`config.mk`:
```
export PLATFORM = sky130hd
export DESIGN_NAME = button_debouncer
export DESIGN_NICKNAME = d
export VERILOG_FILES = /design/src/rtl/button_debouncer_pkg.sv /design/src/rtl/bit_synchronizer.sv /design/src/rtl/button_debouncer.sv
export SDC_FILE = /design/constraint.sdc
export NUM_CORES = 1
export LEC_CHECK = 0
export ABC_CLOCK_PERIOD_IN_PS = 1500
export BUFFER_PORTS_ARGS = -buffer_cell sky130_fd_sc_hd__buf_4
export CAP_MARGIN = 5
export CELL_PAD_IN_SITES_DETAIL_PLACEMENT = 2
export CELL_PAD_IN_SITES_GLOBAL_PLACEMENT = 2
export CORE_AREA = 5 5 51 53
export CTS_BUF_LIST = sky130_fd_sc_hd__clkbuf_8
export CTS_CLUSTER_DIAMETER = 200
export DETAILED_ROUTE_END_ITERATION = 10
export DIE_AREA = 0 0 56 58
export PLACE_DENSITY_LB_ADDON = 0.1
export SYNTH_ARGS = -nofsm -noshare
export SYNTH_HDL_FRONTEND = slang
export SYNTH_SLANG_ARGS = --single-unit
export TNS_END_PERCENT = 100
```
`constraint.sdc`:
```
create_clock -name clk -period 1.5 [get_ports clk]
set_input_delay 0.075 -clock clk [delete_from_list [all_inputs] [get_ports clk]]
set_output_delay 0.075 -clock clk [all_outputs]
set_load 0.05 [all_outputs]
```
`src/rtl/button_debouncer_pkg.sv`:
```
// Shared types and defaults for the push-button debouncer and its synchroniser.
// The FSM state encoding is 2 bits so it fits the LED blinker status register.
package button_debouncer_pkg;

   typedef enum logic [1:0] {
      ST_RELEASED     = 2'd0,
      ST_PRESS_PEND   = 2'd1,
      ST_PRESSED      = 2'd2,
      ST_RELEASE_PEND = 2'd3
   } btn_state_t;

   localparam int DEF_SYNC_STAGES   = 2;
   localparam int DEF_STABLE_CYCLES = 4;
   localparam int DEF_LONG_CYCLES   = 16;

   // Counter width that can hold every value 0..max_val without wrapping.
   function automatic int cnt_width(input int max_val);
      return (max_val < 1) ? 1 : $clog2(max_val + 1);
   endfunction

endpackage

```
`src/rtl/bit_synchronizer.sv`:
```
// N-flop synchroniser for one asynchronous bit, with a synchronous reset value.
// Generic enough to reuse on other async inputs such as a UART RX pin.
module bit_synchronizer #(
   parameter int   STAGES    = 2,
   parameter logic RESET_VAL = 1'b0
) (
   input  logic i_clk,
   input  logic i_reset,
   input  logic i_d,
   output logic o_q
);

   if (STAGES < 2) begin : g_bad_stages
      $fatal(1, "bit_synchronizer: STAGES must be >= 2");
   end

   logic [STAGES-1:0] r_chain;

   always_ff @(posedge i_clk) begin
      if (i_reset) begin
         r_chain <= {STAGES{RESET_VAL}};
      end else begin
         r_chain <= {r_chain[STAGES-2:0], i_d};
      end
   end

   assign o_q = r_chain[STAGES-1];

endmodule

```
`src/rtl/button_debouncer.sv`:
```
// Debounces one raw push-button pin: synchroniser, stability-counter FSM and
// registered level plus single-cycle press / release / long-press strobes.
module button_debouncer
   import button_debouncer_pkg::*;
#(
   parameter int SYNC_STAGES   = DEF_SYNC_STAGES,
   parameter int STABLE_CYCLES = DEF_STABLE_CYCLES,
   parameter int LONG_CYCLES   = DEF_LONG_CYCLES,
   parameter bit ACTIVE_LOW    = 1'b0
) (
   input  logic clk,
   input  logic reset,
   input  logic btn_raw,
   output logic btn_level,
   output logic press_pulse,
   output logic release_pulse,
   output logic long_pulse
);

   if (SYNC_STAGES < 2) begin : g_bad_sync
      $fatal(1, "button_debouncer: SYNC_STAGES must be >= 2");
   end
   if (STABLE_CYCLES < 1) begin : g_bad_stable
      $fatal(1, "button_debouncer: STABLE_CYCLES must be >= 1");
   end
   if (LONG_CYCLES <= STABLE_CYCLES) begin : g_bad_long
      $fatal(1, "button_debouncer: LONG_CYCLES must exceed STABLE_CYCLES");
   end

   localparam int STAB_W = cnt_width(STABLE_CYCLES);
   localparam int HOLD_W = cnt_width(LONG_CYCLES);

   localparam logic [STAB_W-1:0] STAB_ONE  = STAB_W'(1);
   localparam logic [STAB_W-1:0] STAB_LAST = STAB_W'(STABLE_CYCLES - 1);
   localparam logic [HOLD_W-1:0] HOLD_ONE  = HOLD_W'(1);
   localparam logic [HOLD_W-1:0] HOLD_MAX  = HOLD_W'(LONG_CYCLES);
   localparam logic [HOLD_W-1:0] HOLD_PRE  = HOLD_W'(LONG_CYCLES - 2);

   logic w_sync_pin;
   logic w_btn_sync;
   logic w_pend_done;

   btn_state_t        r_state;
   logic [STAB_W-1:0] r_stab_cnt;
   logic [HOLD_W-1:0] r_hold_cnt;
   logic              r_btn_level;
   logic              r_press_pulse;
   logic              r_release_pulse;
   logic              r_long_pulse;

   bit_synchronizer #(
      .STAGES    (SYNC_STAGES),
      .RESET_VAL (ACTIVE_LOW)
   ) u_sync (
      .i_clk   (clk),
      .i_reset (reset),
      .i_d     (btn_raw),
      .o_q     (w_sync_pin)
   );

   assign w_btn_sync = ACTIVE_LOW ? ~w_sync_pin : w_sync_pin;

   // The entry cycle already counts as one stable sample, so >= also covers STABLE_CYCLES=1.
   assign w_pend_done = (r_stab_cnt >= STAB_LAST);

   always_ff @(posedge clk) begin
      if (reset) begin
         r_state         <= ST_RELEASED;
         r_stab_cnt      <= '0;
         r_hold_cnt      <= '0;
         r_btn_level     <= 1'b0;
         r_press_pulse   <= 1'b0;
         r_release_pulse <= 1'b0;
         r_long_pulse    <= 1'b0;
      end else begin
         r_press_pulse   <= 1'b0;
         r_release_pulse <= 1'b0;
         r_long_pulse    <= 1'b0;

         case (r_state)
            ST_RELEASED: begin
               if (w_btn_sync) begin
                  r_state    <= ST_PRESS_PEND;
                  r_stab_cnt <= STAB_ONE;
               end
            end
            ST_PRESS_PEND: begin
               if (!w_btn_sync) begin
                  r_state    <= ST_RELEASED;
                  r_stab_cnt <= '0;
               end else if (w_pend_done) begin
                  r_state       <= ST_PRESSED;
                  r_stab_cnt    <= '0;
                  r_btn_level   <= 1'b1;
                  r_press_pulse <= 1'b1;
               end else begin
                  r_stab_cnt <= r_stab_cnt + STAB_ONE;
               end
            end
            ST_PRESSED: begin
               if (!w_btn_sync) begin
                  r_state    <= ST_RELEASE_PEND;
                  r_stab_cnt <= STAB_ONE;
               end
            end
            ST_RELEASE_PEND: begin
               if (w_btn_sync) begin
                  r_state    <= ST_PRESSED;
                  r_stab_cnt <= '0;
               end else if (w_pend_done) begin
                  r_state         <= ST_RELEASED;
                  r_stab_cnt      <= '0;
                  r_btn_level     <= 1'b0;
                  r_release_pulse <= 1'b1;
               end else begin
                  r_stab_cnt <= r_stab_cnt + STAB_ONE;
               end
            end
            default: begin
               r_state    <= ST_RELEASED;
               r_stab_cnt <= '0;
            end
         endcase

         // Hold time keeps running through a release bounce; only a committed release clears it.
         if (r_state == ST_PRESSED || r_state == ST_RELEASE_PEND) begin
            if (r_state == ST_RELEASE_PEND && !w_btn_sync && w_pend_done) begin
               r_hold_cnt <= '0;
            end else if (r_hold_cnt != HOLD_MAX) begin
               r_hold_cnt   <= r_hold_cnt + HOLD_ONE;
               r_long_pulse <= (r_hold_cnt == HOLD_PRE) && w_btn_sync;
            end
         end else begin
            r_hold_cnt <= '0;
         end
      end
   end

   assign btn_level     = r_btn_level;
   assign press_pulse   = r_press_pulse;
   assign release_pulse = r_release_pulse;
   assign long_pulse    = r_long_pulse;

   a_strobes_exclusive : assert property (@(posedge clk) disable iff (reset)
      $onehot0({r_press_pulse, r_release_pulse, r_long_pulse}));

endmodule

```
**After elaboration in Yosys (flattened, before gate mapping)**

Cells that the tools add are included.
W data, S select, Z words.

- RAM bits: 0
- Memory bits (read-only): 0
- Bits in registers: 16
- Output and inout port bits: 4
- Memories: 0
- Latch bits: 0

- Multiply operators: 0
- Shifts and indexed selects: 0
- $add $sub $neg: 2
- Bitwise operators: 5
- Multiplexer cells: 19
- Reductions and logical operators: 14
- Equal/unequal tests: 13
- $lt $le $gt $ge: 1
- Div/mod/pow operators: 0

Operator list:

| cell | number |
|---|---|
| $mux W3 | 5 |
| $mux W2 | 6 |
| $pmux W3 S4 | 1 |
| $reduce_or A3 Y1 | 3 |
| $ne A2 B2 Y1 const B | 4 |
| $pmux W2 S4 | 1 |
| $add A5 B1 Y5 const B | 1 |
| $eq A5 B4 Y1 const B | 1 |
| $mux W1 | 5 |
| $ne A5 B5 Y1 const B | 1 |
| $not A1 Y1 | 5 |
| $reduce_and A5 Y1 | 1 |
| $eq A2 B2 Y1 const B | 2 |
| $ne A2 B1 Y1 const B | 2 |
| $reduce_and A4 Y1 | 1 |
| $reduce_or A4 Y1 | 1 |
| $add A3 B1 Y3 const B | 1 |
| $ge A3 B2 Y1 const B | 1 |
| $logic_and A1 B1 Y1 | 3 |
| $ne A3 B2 Y1 const B | 1 |
| $ne A3 B3 Y1 const B | 1 |
| $eq A2 B1 Y1 const B | 1 |
| $logic_not A2 Y1 | 1 |
| $pmux W1 S2 | 1 |
| 4 further kinds | 4 |

**Longest topological paths before layout**

Gate-level depths: netlist of the first run.

- Word-level depth: 4
- Mapped depth: 5

**By module**

A second synthesis of the first run with hierarchy kept.

- Cell total of the unflattened synthesis: 66
- Area, all modules: 679.4 um^2

By module, submodules not included:

| module | area each (um^2) | instances | seq. area each (um^2) | cells an instance |
|---|---|---|---|---|
| button_debouncer | 626.9 | 1 | 280.3 | 62 |
| bit_synchronizer | 52.6 | 1 | 40.0 | 4 |

**Worst setup path before layout of the first run**

No wires, ideal clock.

- Path kind: register to register
- Start point: register r_stab_cnt[0]
- End point: register r_btn_level (netlist: btn_level)
- Required time: 1.351 ns
- Slack: 0.003 ns
- Data arrival time: 1.348 ns
- Library setup time: 0.149 ns
- Stages on the path, launching flop included: 6
- Path buffers: 0
- Cells stage by stage: dfxtp_1 ha_1 ha_1 a211oi_2 nand2b_4 o311ai_0

- Word-level cells in the longest chain between the ends: 3
- Elaborated cells between the ends (all ways): 4

Ends and longest elaborated chain:

| element | RTL line | source |
|---|---|---|
| start: declaration | button_debouncer.sv:44 | `logic [STAB_W-1:0] r_stab_cnt;` |
| start signal: assignment | button_debouncer.sv:97 | `r_stab_cnt <= r_stab_cnt + STAB_ONE;` |
| start signal: assignment | button_debouncer.sv:116 | `r_stab_cnt <= r_stab_cnt + STAB_ONE;` |
| $ge A3 B2 Y1 * | button_debouncer.sv:64 | `assign w_pend_done = (r_stab_cnt >= STAB_LAST);` |
| $ne A2 B2 Y1 (no line) | n/a |  |
| $reduce_and A5 Y1 (no line) * | n/a |  |
| end signal: assignment | button_debouncer.sv:71 | `r_btn_level <= 1'b0;` |
| end signal: assignment | button_debouncer.sv:94 | `r_btn_level <= 1'b1;` |
| end signal: assignment | button_debouncer.sv:113 | `r_btn_level <= 1'b0;` |
| end: declaration | button_debouncer.sv:46 | `logic r_btn_level;` |

Mark *: on every way between the ends. The rest lies on a longest branch, timed or not.
A chain may end at the register's enable or synchronous reset.

**Worst setup path after layout of the first run**

Same ends and word-level chain as after synthesis.

==> impl_metrics.csv, run 1 <==
group,metric,value,unit
pwr,pwr-share-comb,3.2,%
clock_tree,clockBufferDepth,2,
timing,setup_viol,0,
yosys,syn_nets,73,
pwr,pwr-share-clk,45.2,%
critical_path,end_kind,"register",
clock_tree,clk-insertion-delay-late,0.25,ns
detailed_routing,drcViolationCount,0,
pwr,swShare,20.1,%
floorplanning,initial_core_util,32.3,%
timing,min_period,1.46,ns
critical_path,reg2reg_to,"btn_level",
global_routing,grt_max_degree,10,
clock_tree,numCtsBuffers,3,
global_routing,antenna_found_initial,0,
floorplanning,die_h,58,µm
critical_path,startpoint_type,"register",
critical_path,crit_arrival,1.57,ns
detailed_routing,dr_total_vias,544,
floorplanning,io_pins,7,
timing,rsz0062_at_grt,"true",
pwr,p_int,674,µW
pwr,power_switching,169,µW
yosys,synthMuxAreaShare,2.94,%
global_routing,grt_pass1_wl,3010,µm
critical_path,required,1.61,ns
detailed_routing,vias_per_cell,4.95,
yosys,syn_inst,65,
timing,fin_crit_sh,97.4,%
pwr,leakagePower,0.000352,µW
floorplanning,die-width,56,µm
critical_path,r2r-start,"r_stab_cnt[0]",
cells_and_area,utilization,43.6,%
timing,hold_ws,0.0262,ns
worst_hold_path,worstHoldPathCells,2,
yosys,yosys.area_share.simple,20.6,%
clock_tree,cts_root_buffer,"clkbuf_8",
yosys,synth_area_per_cell,10.5,µm²
detailed_routing,initialDrtViolationCount,4,
cells_and_area,area_growth,34.9,%
critical_path,cp_max_fo,5,
yosys,yosysWarnings,0,
clock_tree,clock-sinks,16,
cells_and_area,num-nets-final,91,
timing,fin_skew,0.00249,ns
detailed_routing,wl,1710,µm
pwr,powerDensity,918,mW/mm²
floorplanning,row_count,17,
placement,gp_congestion,0.663,
yosys,ys_types,22,
worst_hold_path,worstHoldStart,"reset",
clock_tree,clkTransAtPathRegs,0.07,ns
run,maxCapViolCount,0,
placement,port_buffers,6,
timing,slew_headroom,66.2,%
global_routing,grt_use_total,11.8,%
placement,dpl_cell_area,806,µm²
timing,finalSetupTns,0,ns
critical_path,rr_worst_depth,5,
timing,clock.fmax,684,MHz
yosys,synth_compound_area_share,10.5,%
floorplanning,core_area,0.00211,mm²
cells_and_area,antenna_cells,0,
cells_and_area,drive_gt1_share,32.9,%
floorplanning,dieArea,0.00325,mm²
timing,final_max_slew_viol_count,0,
timing,worst_pin_slew,0.505,ns
pwr,max-vdd-ir-drop,0.549,mV
global_routing,grt.overflow.total,0,
timing,hold_viol,0,
cells_and_area,final_area,918,µm²
detailed_routing,ant_nets,0,
yosys,synth-xor-area-share,6.43,%
yosys,yosysSeqAreaShare,47.1,%
worst_hold_path,min_to,"r_stab_cnt[1]",
yosys,netlist_area,681,µm²
detailed_routing,drtPass1Iterations,2,
global_routing,grt_pass1_vias,625,
critical_path,crit_type,"register to register",
critical_path,r2r_slack,0.04,ns
clock_tree,cts_tree,"yes",
yosys,synth_top_family_by_area,"simple AND/OR/NAND/NOR gates",
detailed_routing,detail_route.wl_per_cell,15.6,µm
yosys,synthAdderAreaFrac,9.19,%
run_status,status,"finished clean",
placement,hpwlAfterDp,1250,µm
worst_hold_path,hold_path_class,"input pin to register",
pwr,p_seq_share,51.6,%
clock_tree,htreeDepth,1,
yosys,yosys_register_bits,16,
==> Yosys cell counts <==
cell      count  area, µm²
nand2b_4      1       13.8
nor2b_1       2       12.5
nand4_1       3       18.8
a211oi_2      1       12.5
xnor2_1       2       17.5
o311ai_2      1       16.3
mux2i_1       2       20.0
and3_1        1       6.26
nor2_1        4       15.0
and4bb_2      1       12.5
nor3_1        6       30.0
nand3_1       3       15.0
o41ai_1       1       8.76
o221a_2       1       11.3
a21oi_1       1       5.00
inv_1         6       22.5
ha_1          5       62.6
o311ai_0      2       17.5
xor2_1        3       26.3
or3b_1        1       8.76
nand2_1       2       7.51
dfxtp_1      16        320
==> per-layer routing <==
metal / share of wire (%) / track usage (%)
met5: 0 / 0
met4: 0 / 3.05
met3: 2.5 / 3.79
met2: 50 / 20.7
met1: 47 / 13.9
==> final cells by class <==
cell class	count	area, µm²
sequential	16	323
inverter	6	22.5
timing repair buffer	13	97.6
fill	223	1190
multi-input combinational	43	385
clock buffer	4	55.1
tap	28	35.0
==> sequential cells by signal (all words and copies together), names as in the netlist, named ones only <==
signal          count
r_state             1
btn_level           1
r_stab_cnt          3
r_hold_cnt          5
press_pulse         1
u_sync.r_chain      2
long_pulse          1
release_pulse       1
==> worst max path at each step <==
stage                   from             to  slack [ns]
2_1_floorplan  r_stab_cnt[0]      btn_level       0.003
3_5_place_dp   r_stab_cnt[0]     long_pulse       -0.09
4_1_cts        r_stab_cnt[0]  r_hold_cnt[1]       -0.02
3_3_place_gp   r_stab_cnt[0]      btn_level      -0.002
6_report       r_stab_cnt[0]      btn_level        0.04
5_1_grt        r_stab_cnt[0]       register       -0.03
==> power by group through the flow <==
stage               clock (µW)  sequential, µW  combinational, µW
finish                     381             435               27.2
global route               423             435               30.6
CTS                        404             434               26.1
detailed placement           0             443               25.2
global placement             0             443               24.7
floorplan                    0             444               9.84
==> cells in the final DEF (no fill, tap or decap), drive strengths merged, types with 2 or more instances in the layout <==
master  instances
mux2i           2
nor2b           2
ha              5
nor2            4
xnor2           2
nand3           3
inv             6
clkbuf          4
dfxtp          16
nand4           3
buf            13
nor3            6
o311ai          3
xor2            3
nand2           2
==> metrics by stage <==
| step | setup slack (ns) | cells | power [µW] |
|---|---|---|---|
| 6_report | 0.0385 | 110 | 843 |
| 5_1_grt | -0.0280 | 110 | 889 |
| 4_1_cts | -0.0198 | 109 | 864 |
| 3_5_place_dp | -0.0875 | 105 | 468 |
| 3_3_place_gp | -0.00241 | 105 | 467 |
| 2_1_floorplan | 0.00309 | 65 | 454 |
==> kinds of logic (layout without fill, tap and decap cells) <==
logic type               after synthesis  in the layout
multiplexers                           2              2
buffers and inverters                  6             23
XOR/XNOR                               5              5
adder cells (fa/ha/maj)                5              5
AO/OA/AOI/OAI                          7              7
AND/OR/NAND/NOR                       24             24
flip-flops                            16             16
==> what timing repair did <==
item	4_1_cts	5_1_grt
pin swaps	2	2
buffers inserted	0	1
endpoints found under the setup margin	10	11
hold buffers	0	0
resized for setup	1	8
==> worst max-delay path, cell delays in order (launching register included) <==
cell      delay (ns)
dfxtp_2         0.34
ha_4            0.16
ha_4            0.16
a211oi_4        0.31
nand2b_4        0.22
o311ai_0        0.12
Power figures use the tool's default switching activity.
==> run 2: changes to the inputs <==
CORE_AREA = 5 5 53 55   (was 5 5 51 53)
CTS_BUF_LIST = sky130_fd_sc_hd__clkbuf_16   (was sky130_fd_sc_hd__clkbuf_8)
DIE_AREA = 0 0 58 60   (was 0 0 56 58)
==> run 2 against run 1 <==
Net effect:
- core utilization is 3.9 points lower
- count of clock-buffer cells in the layout shrank 1
- hold slack improved by 0.0088 ns
- first-iteration DRC count fell by 50%
- largest cell class unchanged
- sequential power about the same
- wire length down 5.7%
- via count shrank 3.5%
- flip-flop and latch count stayed put
- highest routed layer is now met4
- critical path type unchanged
- final area rose by 1.2%
- register-to-register slack better by 0.03 ns
==> impl_metrics.csv, run 2 (synthesis gave the netlist of run 1 again) <==
group,metric,value,unit
placement,gp_congestion,0.784,
timing,slew_headroom,67.8,%
detailed_routing,detail_route.wl_per_cell,14.6,µm
cells_and_area,layout.cells.non_filler,111,
floorplanning,io_pins,7,
floorplanning,die_h,60,µm
pwr,power_switching,186,µW
detailed_routing,m1WireLength,757,µm
pwr,max-vdd-ir-drop,0.533,mV
detailed_routing,dr_total_vias,525,
global_routing,grt_use_total,10.8,%
critical_path,startpoint_type,"register",
timing,hold_ws,0.0350,ns
critical_path,cp_max_fo,6,
timing,rsz0062_at_grt,"true",
timing,clock.fmax,699,MHz
cells_and_area,final_common_cell,"dfxtp_1",
critical_path,cp_cell_sequence,"ha_4 > ha_4 > a211oi_4 > o311ai_2 > nor3_1",
timing,worst_pin_slew,0.481,ns
clock_tree,cts_tree,"yes",
run,maxCapViolCount,0,
cells_and_area,largest_reg_flops,5,
pwr,pwr-share-comb,2.8,%
cells_and_area,reg_top3,"r_hold_cnt: 5 flops, r_stab_cnt: 3 flops, u_sync.r_chain: 2 flops",
detailed_routing,wl,1620,µm
detailed_routing,drcViolationCount,0,
pwr,p_int,796,µW
floorplanning,dieArea,0.00348,mm²
placement,dp_cells,107,
pwr,p_seq_share,44.4,%
global_routing,grt.overflow.total,0,
timing,setup_viol,0,
detailed_routing,vias_per_cell,4.73,
cells_and_area,mostFrequentLayoutCells,"14 x dfxtp_1, 12 x buf_4, 6 x inv_1, 6 x nor3_1, 4 x nor2_1",
global_routing,grt_pass1_vias,587,
placement,hpwlAfterDp,1120,µm
timing,final_max_slew_viol_count,0,
detailed_routing,wl_met3,39,µm
cells_and_area,utilization,39.7,%
clock_tree,clk-insertion-delay-late,0.24,ns
worst_hold_path,hold_path_class,"input pin to register",
run_status,status,"finished clean",
placement,dpl_cell_area,808,µm²
pwr,powerDensity,1060,mW/mm²
detailed_routing,met2_length,806,µm
floorplanning,initial_core_util,29.1,%
critical_path,end_kind,"register",
cells_and_area,num-nets-final,90,
critical_path,required,1.66,ns
placement,dp_slack,-0.0738,ns
pwr,leakagePower,0.000362,µW
clock_tree,clockBufferDepth,2,
floorplanning,core_area,0.00234,mm²
clock_tree,numCtsBuffers,3,
detailed_routing,initialDrtViolationCount,2,
detailed_routing,ant_nets,0,
critical_path,crit_arrival,1.60,ns
clock_tree,clkTransAtPathRegs,0.05,ns
critical_path,crit_type,"register to register",
placement,port_buffers,6,
clock_tree,postCtsHoldBufs,0,
cells_and_area,drive_gt1_share,30.9,%
timing,min_period,1.43,ns
cells_and_area,regMostFlops,"r_hold_cnt",
pwr,pwr-share-clk,52.9,%
timing,layout_setup_ws,0.0688,ns
cells_and_area,final_area,930,µm²
detailed_routing,drtPass1Iterations,3,
cells_and_area,antenna_cells,0,
critical_path,cpPeakStageDelay,0.33,ns
detailed_routing,top_layer_used,"met4",
timing,fin_crit_sh,95.4,%
floorplanning,die-width,58,µm
global_routing,grt_max_degree,10,
timing,fin_skew,0.00108,ns
critical_path,critPathBufInv,0,
global_routing,antenna_found_initial,0,
critical_path,cpMostUsedCell,"ha_4",
floorplanning,row_count,18,
critical_path,crit_path_top_delay_cell,"dfxtp_2",
timing,hold_viol,0,
clock_tree,htreeDepth,1,
clock_tree,clock-sinks,16,
clock_tree,cts_root_buffer,"clkbuf_16",
critical_path,path_delay_family,"compound AO/OA/AOI/OAI gates",
pwr,swShare,18.9,%
cells_and_area,area_growth,36.6,%
global_routing,grt_pass1_wl,2760,µm
## run 2: cell count changes in the layout (fill, tap and decap cells not counted)
cell	previous run	this run
o311ai_4	1	0
nor3_2	1	0
clkbuf_16	0	3
clkbuf_8	4	0
o311ai_1	0	1
o311ai_2	0	1
clkinv_1	0	1
nor3_1	5	6
o311ai_0	2	1
o41ai_1	1	0
buf_4	13	12
o41ai_2	0	1
## run 2: layout make-up
| cell class | instances | area [µm²] |
|---|---|---|
| Clock buffer | 3 | 75.1 |
| Tap cell | 30 | 37.5 |
| Timing Repair Buffer | 12 | 90.1 |
| Inverter | 6 | 22.5 |
| Multi-Input combinational cell | 43 | 378 |
| Clock inverter | 1 | 3.75 |
| Sequential cell | 16 | 323 |
| Fill cell | 271 | 1410 |
## run 2: worst paths after layout
path	start	endpoint	slack [ns]	depth (start not counted)
worst max-delay path	r_stab_cnt[0]	r_hold_cnt[2]	0.07	5
worst min-delay path	reset	r_stab_cnt[1]	0.03	2
worst max register to register	r_stab_cnt[0]	r_hold_cnt[2]	0.07	5
worst min register to register	u_sync.r_chain[0]	u_sync.r_chain[1]	0.44	1
## run 2: routing by layer
| metal | vias up | track usage [%] |
|---|---|---|
| met5 | - | 0 |
| met4 | 0 | 3.97 |
| met3 | 2 | 3.24 |
| met2 | 3 | 20.0 |
| met1 | 258 | 11.5 |
| li1 | 262 | - |
## run 2: power groups by stage
stage	clock network, µW	registers, µW	logic, µW
after floorplan	0	444	9.84
after global placement	0	443	24.7
after detailed placement	0	443	24.7
after CTS	539	434	25.5
after global routing	554	436	30.1
final	519	436	27.3
## run 2: what timing repair did
item / CTS / global route
endpoints found under the hold margin: 0 / 0
pin swaps: 1 / 2
endpoints found under the setup margin: 11 / 10
gates resized for setup: 2 / 7
buffers inserted: 0 / 0
## run 2: per-stage QoR
stage	power, µW	setup TNS [ns]
6_report	982	0
4_1_cts	999	0
5_1_grt	1020	-0.113
3_3_place_gp	468	-0.0000490
2_1_floorplan	454	0
3_5_place_dp	468	-0.337
## run 2: worst reg2reg max path: cells and delay by family, from the launching register on
kind                     cells  cell delay [ns]
AND/OR/NAND/NOR              1             0.21
flip-flops                   1             0.33
adder cells (fa/ha/maj)      2             0.32
AO/OA/AOI/OAI                2             0.48
